**src/rtl/ascon_perm_arbiter.sv**
```systemverilog
// Round-robin arbiter sharing one Ascon permutation core among N requesters.
// Optional grant locking is enabled by defining ASCON_ARB_LOCK_EN.
module ascon_perm_arbiter #(
    parameter int N    = 2,
    parameter int MAXR = 12
) (
    input  logic               clk,
    input  logic               rst,
    input  logic [N-1:0]       req_valid,
    output logic [N-1:0]       req_ready,
    input  logic [320*N-1:0]   req_state,
    input  logic [5*N-1:0]     req_rounds,
    input  logic [N-1:0]       req_lock,
    output logic [N-1:0]       resp_valid,
    output logic [319:0]       resp_state,
    output logic               busy,
    output logic [319:0]       perm_S,
    output logic [4:0]         perm_rounds,
    output logic               perm_start,
    input  logic [319:0]       perm_out,
    input  logic               perm_done
);
    localparam int GW = (N > 1) ? $clog2(N) : 1;

    localparam logic [1:0] S_IDLE = 2'd0;
    localparam logic [1:0] S_BUSY = 2'd1;
    localparam logic [1:0] S_RESP = 2'd2;

    logic [1:0]    r_state;
    logic [GW-1:0] r_last;
    logic [GW-1:0] r_g;
    logic [319:0]  r_S;
    logic [4:0]    r_rd;
    logic [319:0]  r_resp;

    logic [GW-1:0] w_g;
    logic [GW-1:0] w_j;
    logic [319:0]  w_st;
    logic [4:0]    w_rd;
    logic          w_acc;
    logic          w_byp;
    logic [N-1:0]  w_one;

`ifdef ASCON_ARB_LOCK_EN
    logic r_lk;
`else
    logic w_unused_lock;
    assign w_unused_lock = ^req_lock;
`endif

    // Highest k wins first, so the last write is the nearest requester after r_last
    always_comb begin
        w_g = r_last;
        w_j = '0;
        for (int k = N; k >= 1; k--) begin
            w_j = GW'((int'(r_last) + k) % N);
            if (req_valid[w_j]) w_g = w_j;
        end
`ifdef ASCON_ARB_LOCK_EN
        if (r_lk && req_valid[r_g]) w_g = r_g;
`endif
    end

    always_comb begin
        w_st = '0;
        w_rd = '0;
        for (int i = 0; i < N; i++) begin
            if (w_g == GW'(i)) begin
                w_st = req_state[320*i +: 320];
                w_rd = req_rounds[5*i +: 5];
            end
        end
    end

    assign w_one = {{(N-1){1'b0}}, 1'b1};
    assign w_acc = (r_state == S_IDLE) && (|req_valid);
    assign w_byp = (w_rd == 5'd0) || (w_rd > 5'(MAXR));

    assign req_ready   = (w_acc && rst) ? (w_one << w_g) : '0;
    assign resp_valid  = (r_state == S_RESP) ? (w_one << r_g) : '0;
    assign busy        = (r_state != S_IDLE);
    assign perm_start  = (r_state == S_BUSY) && !perm_done;
    assign perm_S      = r_S;
    assign perm_rounds = r_rd;
    assign resp_state  = r_resp;

    always_ff @(posedge clk) begin
        if (!rst) begin
            r_state <= S_IDLE;
            r_last  <= GW'(N - 1);
            r_g     <= '0;
            r_S     <= '0;
            r_rd    <= '0;
            r_resp  <= '0;
`ifdef ASCON_ARB_LOCK_EN
            r_lk    <= 1'b0;
`endif
        end else begin
            unique case (r_state)
                S_IDLE: begin
                    if (w_acc) begin
                        r_g  <= w_g;
                        r_S  <= w_st;
                        r_rd <= w_rd;
                        if (w_byp) begin
                            r_resp  <= w_st;
                            r_state <= S_RESP;
                        end else begin
                            r_state <= S_BUSY;
                        end
                    end
                end
                S_BUSY: begin
                    if (perm_done) begin
                        r_resp  <= perm_out;
                        r_state <= S_RESP;
                    end
                end
                S_RESP: begin
                    r_state <= S_IDLE;
`ifdef ASCON_ARB_LOCK_EN
                    // A locked winner keeps the pointer so it is re-granted next
                    if (req_lock[r_g]) begin
                        r_lk <= 1'b1;
                    end else begin
                        r_lk   <= 1'b0;
                        r_last <= r_g;
                    end
`else
                    r_last <= r_g;
`endif
                end
                default: r_state <= S_IDLE;
            endcase
        end
    end
endmodule

```
**config.mk**
```make
export PLATFORM = sky130hd
export DESIGN_NAME = ascon_perm_arbiter
export DESIGN_NICKNAME = d
export VERILOG_FILES = /design/src/rtl/ascon_perm_arbiter.sv
export SDC_FILE = /design/constraint.sdc
export NUM_CORES = 2
export LEC_CHECK = 0
export ABC_CLOCK_PERIOD_IN_PS = 2350
export BUFFER_PORTS_ARGS = -buffer_cell sky130_fd_sc_hd__buf_2
export CORE_AREA = 2 2 627 629
export CTS_CLUSTER_DIAMETER = 80
export DETAILED_ROUTE_END_ITERATION = 10
export DIE_AREA = 0 0 629 631
export PLACE_DENSITY_LB_ADDON = 0.08
export SETUP_SLACK_MARGIN = 0.2
export SLEW_MARGIN = 40
export SYNTH_ARGS = -nofsm -noshare
export SYNTH_HDL_FRONTEND = slang
export SYNTH_SLANG_ARGS = --single-unit
```
**constraint.sdc**
```tcl
create_clock -name clk -period 2.35 [get_ports clk]
set_input_delay 0.1175 -clock clk [delete_from_list [all_inputs] [get_ports clk]]
set_output_delay 0.1175 -clock clk [all_outputs]
set_load 0.02 [all_outputs]
```
==> qor.csv <==
metric,value,unit
worst-skew pair later-pin latency,0.85,ns
FF+latch area,13000,um^2
CTS tree,done,
ys async rst share,0,%
critical path class,reg -> reg,
DRC,0,
commonest cells in the netlist,"dfxtp_1, nand2_1, nor2_1, o21ai_0, mux2i_1",
synthesis warning total,0,
DR pass1 iterations,6,
post-synthesis sequential area ratio,47.5,%
Hold Path Class,in -> reg,
CP max stage cell,dfxtp_2,
most frequent cell after synthesis,dfxtp_1,
main area contributors after synthesis,"dfxtp_1, mux2i_1, a211o_1",
Site Rows,230,
Setup Viol. Count Final,4,
Routed WL,280000,um
initial drt markers,1313,
Period minus WS final,2.38,ns
CP dominant cell by count,buf_12,
clk sinks,649,
total core area,391000,um^2
largest area contributor in the netlist,dfxtp_1,
P_sw,18.9,mW
Die ar.,397000,um^2
area delta synth->final,125,%
Boundary Pins,1628,
CTS root buffer,clkbuf_16,
RSZ-0062 raised after global routing,yes,
failing checks,setup timing,
# nets final,7065,
"Net Count, Synth",4203,
hold depth,4,
flop and latch count out of synthesis,649,
leakage power,26.6,nW
hpwl dp,220000,um
largest net degree at the start of global routing,93,
Worst Path Required,3.10,ns
vias in the first global route,37078,
Clock transition at path regs,0.06,ns
dpl cells,10071,
period utilization,101,%
data arrival time at the worst-slack endpoint,3.13,ns
Slew @ Worst Pin,0.893,ns
Max stage delay on crit path,0.32,ns
multi-input logic area,14700,um^2
drt via density,3.15,
H-tree levels,3,
Synth Flop Type,dfxtp_1,
Cells after Synth,3226,
Flop pwr share,27.8,%
TNS Setup,-0.0515,ns
RD Place Congestion,0.864,
Internal,30.5,mW
Gate power share,38.6,%
antenna violations before repair,43,
CP max FO,8,
Worst Reg-to-Reg Cells,10,
number of buffers created by CTS,112,
fin cells,11415,
PD cells,801,nW/um^2
Clock power frac,33.6,%
GRT Util Overall,13.3,%
Final Hold Fails,0,
post-layout worst setup margin,-0.0319,ns
highest clock rate,420,MHz
clk_skew,0.0436,ns
post-synth top area share,47.5,%
Max clock buf depth,4,
Initial Util,7.00,%
Post-synth EDFFs,0,
vias,35910,
layout cell share with drive strength beyond 1,39.9,%
global-route wire length before repair,358000,um
outcome,"complete, but fails checks",
Buffers on Ports,1625,
switching share of total power,38.2,%
CP Capture Type,flip-flop,
peak supply drop,0.594,mV
Mapped Area,27400,um^2
grt total ovfl,0,
fillers,44699,
Routed Antenna Nets,0,
die height,631,um
Syn Area/Cell,8.48,um^2
Yosys cell types,27,
crit-path cells,and2_4 > or2_4 > buf_8 > buf_16 > buf_12 > buf_12 > clkbuf_16 > mux2i_4 > a211o_1 > a21oi_1,
die width,629,um
number of max-cap violations,0,
max-slew violations,0,
DR WL/cell,24.5,um
Slew headroom,40.4,%
CP Launch Type,flip-flop,
## critical path: cells and delay by family (launching register included)
family,cells,cell delay [ns]
simple gates,2,0.41
mux,1,0.21
buf+inv,5,0.87
flops,1,0.32
compound gates,2,0.40
## cell type report
type / instances / share of cell area, %
Multi-Input combinational cell: 2289 / 23.8
Sequential cell: 649 / 21.1
Tap cell: 5220 / 10.6
Inverter: 2 / 0.0243
Clock buffer: 156 / 5.12
Clock inverter: 39 / 0.655
Timing Repair Buffer: 3034 / 38.6
Antenna cell: 26 / 0.105
## routing by layer
layer | vias up | global-route usage [%] | share of wire, %
met3 | 236 | 3.50 | 6.1
met2 | 1068 | 25.0 | 52
met1 | 17547 | 14.8 | 39
met4 | 12 | 2.91 | 2.3
met5 | - | 0 | 0.026
li1 | 17047 | - | -
## per-stage QoR
stage                     util (%)  hold WS, ns  instance area, um^2  worst slack, ns  power (mW)
after floorplan                  -        0.302                27400            0.512        20.4
after global placement        11.1        0.429                43500           -0.222        29.0
after detailed placement      11.1        0.436                43500           -0.243        29.0
after CTS                     15.3       0.0295                59600          -0.0804        49.9
after global routing          15.8       0.0980                61600          -0.0717        52.1
final                         15.8        0.141                61700          -0.0319        49.4
## path summary, 6_finish.rpt
path	from	endpoint	slack, ns
max	r_last$_SDFFE_PN1N_	resp_state[9]$_SDFFE_PN0P_	-0.03
min	req_state[97]	perm_S[97]$_SDFFE_PN0P_	0.14
max reg2reg	r_last$_SDFFE_PN1N_	resp_state[9]$_SDFFE_PN0P_	-0.03
min reg2reg	perm_S[7]$_SDFFE_PN0P_	perm_S[7]$_SDFFE_PN0P_	0.44
## kinds of logic after synthesis
group / Yosys count / synth area share, %
buffers and inverters: 288 / 4.64
AOI/OAI and AO/OA: 973 / 22.3
muxes: 325 / 11.9
DFF: 649 / 47.5
and+or+nand+nor: 991 / 13.7
## flip-flops by register name, summed over array words and instances (netlist names)
name and count:
perm_rounds 5, r_g 1, r_state 2, resp_state 320
perm_S 320, r_last 1
## power groups by stage
stage	sequential [mW]	clock, mW	combinational [mW]
6_report	13.7	16.6	19.1
5_1_grt	14.0	17.8	20.4
4_1_cts	13.8	17.5	18.6
3_5_place_dp	14.0	0	15.0
3_3_place_gp	14.0	0	15.0
2_1_floorplan	15.7	0	4.66
## placed cells by master, fill, tap and decap left out, types with 185 or more instances in the layout
cell and count:
dlygate4sd3_1 975, buf_4 211, o21ai_0 324, buf_2 1622, mux2i_1 185, a211o_1 313, nand2_1 646, a21oi_1 250
nor2_1 329, dfxtp_1 646
## repair_timing
| item | in CTS | in global routing |
|---|---|---|
| gates resized for setup | 285 | 239 |
| hold buffers | 975 | 0 |
| cloned | 32 | 18 |
| hold endpoints to repair | 647 | 0 |
| endpoints found under the setup margin | 342 | 417 |
| pin swaps | 46 | 148 |
| setup buffers | 57 | 41 |
(Power assumes the default switching activity.)
